--- src/rtl/pulpino_channel_pkg.sv ---
// pulpino_channel_pkg: shared types and constants for the USB<->PulpIno flicker channel
package pulpino_channel_pkg;
  localparam int CHANNEL_WORD_WIDTH = 32;
  localparam int USB_RD = 8;
  localparam int USB_WR = 9;
  localparam int EXT_RD = 10;
  localparam int EXT_WR = 11;
  typedef enum logic {TX_IDLE, TX_WAIT_ACK} tx_state_t;
endpackage

--- src/rtl/flicker_rx_fifo.sv ---
// flicker_rx_fifo: synchronous FIFO with extra-MSB pointers for full/empty detection
module flicker_rx_fifo #(
  parameter int pWIDTH = 32,
  parameter int pDEPTH = 4
) (
  input  logic              clk,
  input  logic              rst_n,
  input  logic              push,
  input  logic [pWIDTH-1:0] push_data,
  input  logic              pop,
  output logic [pWIDTH-1:0] pop_data,
  output logic              full,
  output logic              empty
);
  localparam int AW = $clog2(pDEPTH);
  logic [pWIDTH-1:0] mem [pDEPTH];
  logic [AW:0] wr_ptr, rd_ptr;
  logic do_push, do_pop;
  assign empty = wr_ptr == rd_ptr;
  assign full = (wr_ptr[AW] != rd_ptr[AW]) && (wr_ptr[AW-1:0] == rd_ptr[AW-1:0]);
  assign do_push = push && !full;
  assign do_pop = pop && !empty;
  assign pop_data = empty ? '0 : mem[rd_ptr[AW-1:0]];
  // advance pointers; wrap is natural in the extra MSB
  always_ff @(posedge clk)
    if (!rst_n) begin
      wr_ptr <= '0;
      rd_ptr <= '0;
    end else begin
      if (do_push) wr_ptr <= wr_ptr + 1'b1;
      if (do_pop) rd_ptr <= rd_ptr + 1'b1;
    end
  // storage is unreset; the empty gate keeps the head at zero after reset
  always_ff @(posedge clk)
    if (do_push) mem[wr_ptr[AW-1:0]] <= push_data;
endmodule

--- src/rtl/pulpino_flicker_endpoint.sv ---
// pulpino_flicker_endpoint: processor-side flicker handshake endpoint with RX FIFO and TX FSM
module pulpino_flicker_endpoint
  import pulpino_channel_pkg::*;
#(
  parameter int pDATA_WIDTH  = CHANNEL_WORD_WIDTH,
  parameter int pFIFO_DEPTH  = 4,
  parameter int pSYNC_STAGES = 2,
  parameter int pCNT_WIDTH   = 16
) (
  input  logic                   clk,
  input  logic                   rst_n,
  input  logic [pDATA_WIDTH-1:0] usb_to_pulpino_reg,
  input  logic                   usb_write_flicker,
  output logic                   pulpino_read_flicker,
  output logic [pDATA_WIDTH-1:0] rx_data,
  output logic                   rx_valid,
  input  logic                   rx_ready,
  input  logic [pDATA_WIDTH-1:0] tx_data,
  input  logic                   tx_valid,
  output logic                   tx_ready,
  output logic [pDATA_WIDTH-1:0] pulpino_to_usb_reg,
  output logic                   pulpino_write_flicker,
  input  logic                   usb_read_flicker,
  output logic [pCNT_WIDTH-1:0]  rx_count,
  output logic [pCNT_WIDTH-1:0]  tx_count,
  output logic                   rx_full
);
  logic wr_s, rd_s, rx_empty, rx_push;
  tx_state_t tx_state;
  generate
    if (pSYNC_STAGES == 0) begin : g_bypass
      assign wr_s = usb_write_flicker;
      assign rd_s = usb_read_flicker;
    end else begin : g_sync
      logic [pSYNC_STAGES-1:0] wr_q, rd_q;
      // shift both incoming flickers through their synchronizer chains
      always_ff @(posedge clk)
        if (!rst_n) begin
          wr_q <= '0;
          rd_q <= '0;
        end else begin
          wr_q[0] <= usb_write_flicker;
          rd_q[0] <= usb_read_flicker;
          for (int i = 1; i < pSYNC_STAGES; i++) begin
            wr_q[i] <= wr_q[i-1];
            rd_q[i] <= rd_q[i-1];
          end
        end
      assign wr_s = wr_q[pSYNC_STAGES-1];
      assign rd_s = rd_q[pSYNC_STAGES-1];
    end
  endgenerate
  assign rx_push = (wr_s != pulpino_read_flicker) && !rx_full;
  assign rx_valid = !rx_empty;
  assign tx_ready = tx_state == TX_IDLE;
  flicker_rx_fifo #(.pWIDTH(pDATA_WIDTH), .pDEPTH(pFIFO_DEPTH)) u_fifo (
    .clk       (clk),
    .rst_n     (rst_n),
    .push      (rx_push),
    .push_data (usb_to_pulpino_reg),
    .pop       (rx_ready),
    .pop_data  (rx_data),
    .full      (rx_full),
    .empty     (rx_empty)
  );
  // acknowledge each accepted word by toggling the read flicker
  always_ff @(posedge clk)
    if (!rst_n) begin
      pulpino_read_flicker <= 1'b0;
      rx_count <= '0;
    end else if (rx_push) begin
      pulpino_read_flicker <= ~pulpino_read_flicker;
      rx_count <= rx_count + 1'b1;
    end
  // post a word, then hold it until the USB side echoes the write flicker
  always_ff @(posedge clk)
    if (!rst_n) begin
      tx_state <= TX_IDLE;
      pulpino_write_flicker <= 1'b0;
      pulpino_to_usb_reg <= '0;
      tx_count <= '0;
    end else if (tx_state == TX_IDLE) begin
      if (tx_valid) begin
        pulpino_to_usb_reg <= tx_data;
        pulpino_write_flicker <= ~pulpino_write_flicker;
        tx_state <= TX_WAIT_ACK;
      end
    end else if (rd_s == pulpino_write_flicker) begin
      tx_count <= tx_count + 1'b1;
      tx_state <= TX_IDLE;
    end
endmodule
--- config.mk ---
export PLATFORM = sky130hd
export DESIGN_NAME = pulpino_flicker_endpoint
export DESIGN_NICKNAME = d
export VERILOG_FILES = /design/src/rtl/pulpino_channel_pkg.sv /design/src/rtl/flicker_rx_fifo.sv /design/src/rtl/pulpino_flicker_endpoint.sv
export SDC_FILE = /design/constraint.sdc
export NUM_CORES = 1
export LEC_CHECK = 0
export BUFFER_PORTS_ARGS = -buffer_cell sky130_fd_sc_hd__buf_2
export CAP_MARGIN = 20
export CORE_ASPECT_RATIO = 1.5
export CORE_MARGIN = 3
export CORE_UTILIZATION = 49
export CTS_CLUSTER_DIAMETER = 40
export DETAILED_ROUTE_END_ITERATION = 6
export HOLD_SLACK_MARGIN = 0.03
export PLACE_DENSITY = 0.85
export RECOVER_POWER = 50
export SETUP_SLACK_MARGIN = 0.5
export SLEW_MARGIN = 20
export SYNTH_ARGS = -nofsm -noshare
export SYNTH_HDL_FRONTEND = slang
export SYNTH_HIERARCHICAL = 1
export SYNTH_SLANG_ARGS = --single-unit
--- constraint.sdc ---
create_clock -name clk -period 3.1 [get_ports clk]
set_clock_uncertainty 0.1 [all_clocks]
set_input_delay 0.62 -clock clk [delete_from_list [all_inputs] [get_ports clk]]
set_output_delay 0.62 -clock clk [all_outputs]
set_load 0.01 [all_outputs]
==> flow_metrics.py <==
metrics = {
    "drt": {
        "drc": 0,
        "drt-pass1-iter-count": 5,
        "ant_nets": 0,
        "drtIter0Drc": 213,
        "wl_per_cell_um": 17.3,
        "post_drt_via_cell_ratio": 5.45,
        "vias": 5468,
        "drt-total-wl_um": 17400,
    },
    "critical_path": {
        "crit_path_start": "u_fifo/rd_ptr[0]$_SDFFE_PN0P_",
        "criticalPathCategory": "reg -> out",
        "crit_family": "flip-flops",
        "cp.depth": 5,
        "end_kind": "output pin",
        "r2r_start": "u_fifo/rd_ptr[0]$_SDFFE_PN0P_",
        "reg2regPathDepth": 9,
        "cp_data_arrival_time_ns": 1.90,
        "crit_buf_inv": 2,
        "worstPathMaxFanout": 33,
        "crit_required_ns": 2.38,
        "max_stage_delay_ns": 0.53,
        "cpMaxStageDelayCell": "dfxtp_1",
        "r2r_slack_ns": 0.55,
        "path_cells": "xor2_4 -> nor3_4 -> buf_12 -> nor2b_1 -> buf_2",
        "rr_endpoint": "u_fifo/mem[2][9]$_DFFE_PP_",
        "start_kind": "flop",
        "crit_path_end": "rx_data[9]",
    },
    "final_layout": {
        "layout-drive-gt1-share_pct": 27.1,
        "fill_cells": 1239,
        "fin_cells": 1004,
        "syn_to_final_growth_pct": 22.4,
        "stdcell_area_sq_um": 10100,
        "final_nets": 861,
        "antenna_cells": 0,
        "largest_reg_flops": 128,
    },
    "cts": {
        "cts_inserted_buffers": 21,
        "clock_tree.buffer_depth": 3,
        "cts_sinks": 207,
        "htree_levels": 1,
        "ctsHoldBuffers": 0,
        "clock_latency_ns": 0.49,
        "cts_tree": "yes",
        "clk_pin_slew_ns": 0.06,
        "root_buffer": "clkbuf_16",
    },
    "synth": {
        "synth-async-reset-ratio_pct": 0,
        "synth_seq_cells": 207,
        "ys_seq_area_share_pct": 65.6,
        "syn_inst": 600,
        "synth_edf_count": 128,
        "syn_area_sq_um": 8270,
        "yosysMostFrequentCell": "edfxtp_1",
        "yosys_warnings": 6,
        "synth_top_area_share_pct": 46.5,
        "synth_common_cells": "edfxtp_1, nand2_1, dfxtp_1",
        "synth_compound_area_share_pct": 5.19,
        "syn_area_per_cell_sq_um": 13.8,
        "synth_top_family_by_area": "simple AND/OR/NAND/NOR gates",
        "synth_xor_area_share_pct": 3.16,
        "synth_mux_area_share_pct": 9.20,
        "yosys.area_share.simple_pct": 13.3,
        "yosysTopAreaCell": "edfxtp_1",
        "synth_area_leaders": "edfxtp_1, dfxtp_1, mux4_2",
        "synthAdderAreaFrac_pct": 1.06,
        "synth_cell_types": 51,
        "synth_ff_type": "edfxtp_1",
        "syn-num-nets": 677,
    },
    "sta": {
        "worstMarginPinSlew_ns": 0.979,
        "finalSetupTns_ns": 0,
        "min_period_ns": 2.62,
        "finalSetupViolCount": 0,
        "rsz0062_at_grt": "yes",
        "worst_slack_ns": 0.480,
        "slew_headroom_pct": 34.8,
        "hold_viol_final": 0,
        "clock.fmax_ghz": 0.382,
        "slew_violations": 0,
        "fin_hold_ws_ns": 0.235,
        "min_period_over_period_pct": 84.5,
    },
    "power": {
        "power_leakage_nw": 3.62,
        "max-vdd-ir-drop_mv": 0.463,
        "power_per_cell_area_nw_per_um2": 703,
    },
    "floorplanning": {
        "core_sq_um": 16400,
        "die_h_um": 165,
        "die_area_sq_um": 18500,
        "row_count": 57,
        "pin_count": 171,
        "die_x_um": 112,
        "start_util_pct": 50.4,
    },
    "place": {
        "portBuffers": 170,
        "placed_cell_area_sq_um": 9370,
        "dpl.cell_count": 958,
        "place_ws_ns": 0.571,
        "hpwl_um": 11300,
        "place_congestion": 0.757,
    },
    "hold_path": {
        "min_path_cells": 2,
        "hold_path_class": "in -> reg",
    },
    "status": {
        "outcome": "finished, final reports clean",
    },
    "grt": {
        "grt_max_degree": 43,
        "grt_pass1_wl_um": 27500,
        "grt_pass1_vias": 5547,
        "antenna_found_initial": 1,
        "grt_use_total_pct": 18.4,
        "grt_overflow": 0,
    },
    "run": {
        "maxCapViolCount": 0,
    },
}
[metal layers]
metal / share of wire, % / track usage, % / vias up
li1: - / - / 2561
met1: 36 / 20.7 / 2631
met2: 52 / 33.3 / 233
met3: 9.2 / 5.47 / 41
met4: 2.8 / 6.56 / 2
met5: 0.052 / 0 / -
[logic make-up (layout without fill, tap and decap cells)]
kind of cell / after synthesis / after routing
simple gates: 209 / 209
flops: 207 / 207
compound gates: 74 / 74
buf+inv: 41 / 239
mux: 36 / 36
xor+xnor: 26 / 26
fa+ha+maj: 7 / 7
[worst min-delay path by stage]
stage          slack (ns)                       from                   endpoint
3_3_place_gp         0.32  g_sync.rd_q[0]$_SDFF_PN0_  g_sync.rd_q[1]$_SDFF_PN0_
6_report             0.23          usb_write_flicker  g_sync.wr_q[0]$_SDFF_PN0_
2_1_floorplan        0.31  g_sync.rd_q[0]$_SDFF_PN0_  g_sync.rd_q[1]$_SDFF_PN0_
5_1_grt              0.22          usb_write_flicker  g_sync.wr_q[0]$_SDFF_PN0_
3_5_place_dp         0.32  g_sync.rd_q[0]$_SDFF_PN0_  g_sync.rd_q[1]$_SDFF_PN0_
4_1_cts              0.22          usb_write_flicker  g_sync.wr_q[0]$_SDFF_PN0_
[timing repair]
item	in CTS	in global routing
gates resized for setup	13	6
pin swaps	0	2
hold endpoints to repair	0	0
endpoints found under the setup margin	34	162
setup buffers	3	6
[final cells by class]
type	instances	area (sq um)	area share, %
well taps	206	258	2.55
clock buffers	24	537	5.30
clock inverters	13	154	1.52
multi-input cells	352	2710	26.8
inverters	11	41.3	0.408
flip-flops and latches	207	5440	53.7
repair buffers	191	988	9.76
[per-stage QoR]
step	utilization [%]	power, mW
3_3_place_gp	57.1	4.57
5_1_grt	61.7	7.44
6_report	61.7	7.12
2_1_floorplan	-	4.19
4_1_cts	61.8	7.18
3_5_place_dp	57.1	4.61
[power by group]
part           switching, mW  internal [mW]  total (mW)
sequential            0.0832           3.03        3.11
clock                   1.03           1.44        2.47
combinational          0.780          0.760        1.54
total                   1.89           5.23        7.12
[worst reg2reg max path, stage by stage, from the launching register on]
cell     delay [ns]
dfxtp_1        0.53
xor2_4         0.29
buf_4          0.19
nor3_4         0.06
nor2_1         0.15
buf_4          0.20
inv_1          0.06
a31oi_1        0.21
and2_2         0.21
buf_12         0.22
[cells in the final DEF (no fill, tap or decap), drive strengths merged, types with 3 or more instances in the layout]
cell | netlist | layout
edfxtp | 128 | 128
buf | 12 | 119
clkbuf | 18 | 96
nand2 | 82 | 82
dfxtp | 79 | 79
a21oi | 45 | 45
nor2b | 33 | 33
mux4 | 32 | 32
nor2 | 24 | 24
xnor2 | 17 | 17
inv | 11 | 14
nand4 | 11 | 11
nand3 | 11 | 11
o21ai | 11 | 11
and2 | 11 | 11
xor2 | 9 | 9
nor3 | 8 | 8
ha | 7 | 7
or3 | 5 | 5
nand3b | 5 | 5
clkinv | 0 | 5
nand2b | 4 | 4
mux2i | 4 | 4
nor4 | 4 | 4
or4 | 3 | 3
o211ai | 3 | 3
clkinvlp | 0 | 3
a211o | 3 | 3
No activity file was read; power rests on OpenSTA's default activity.
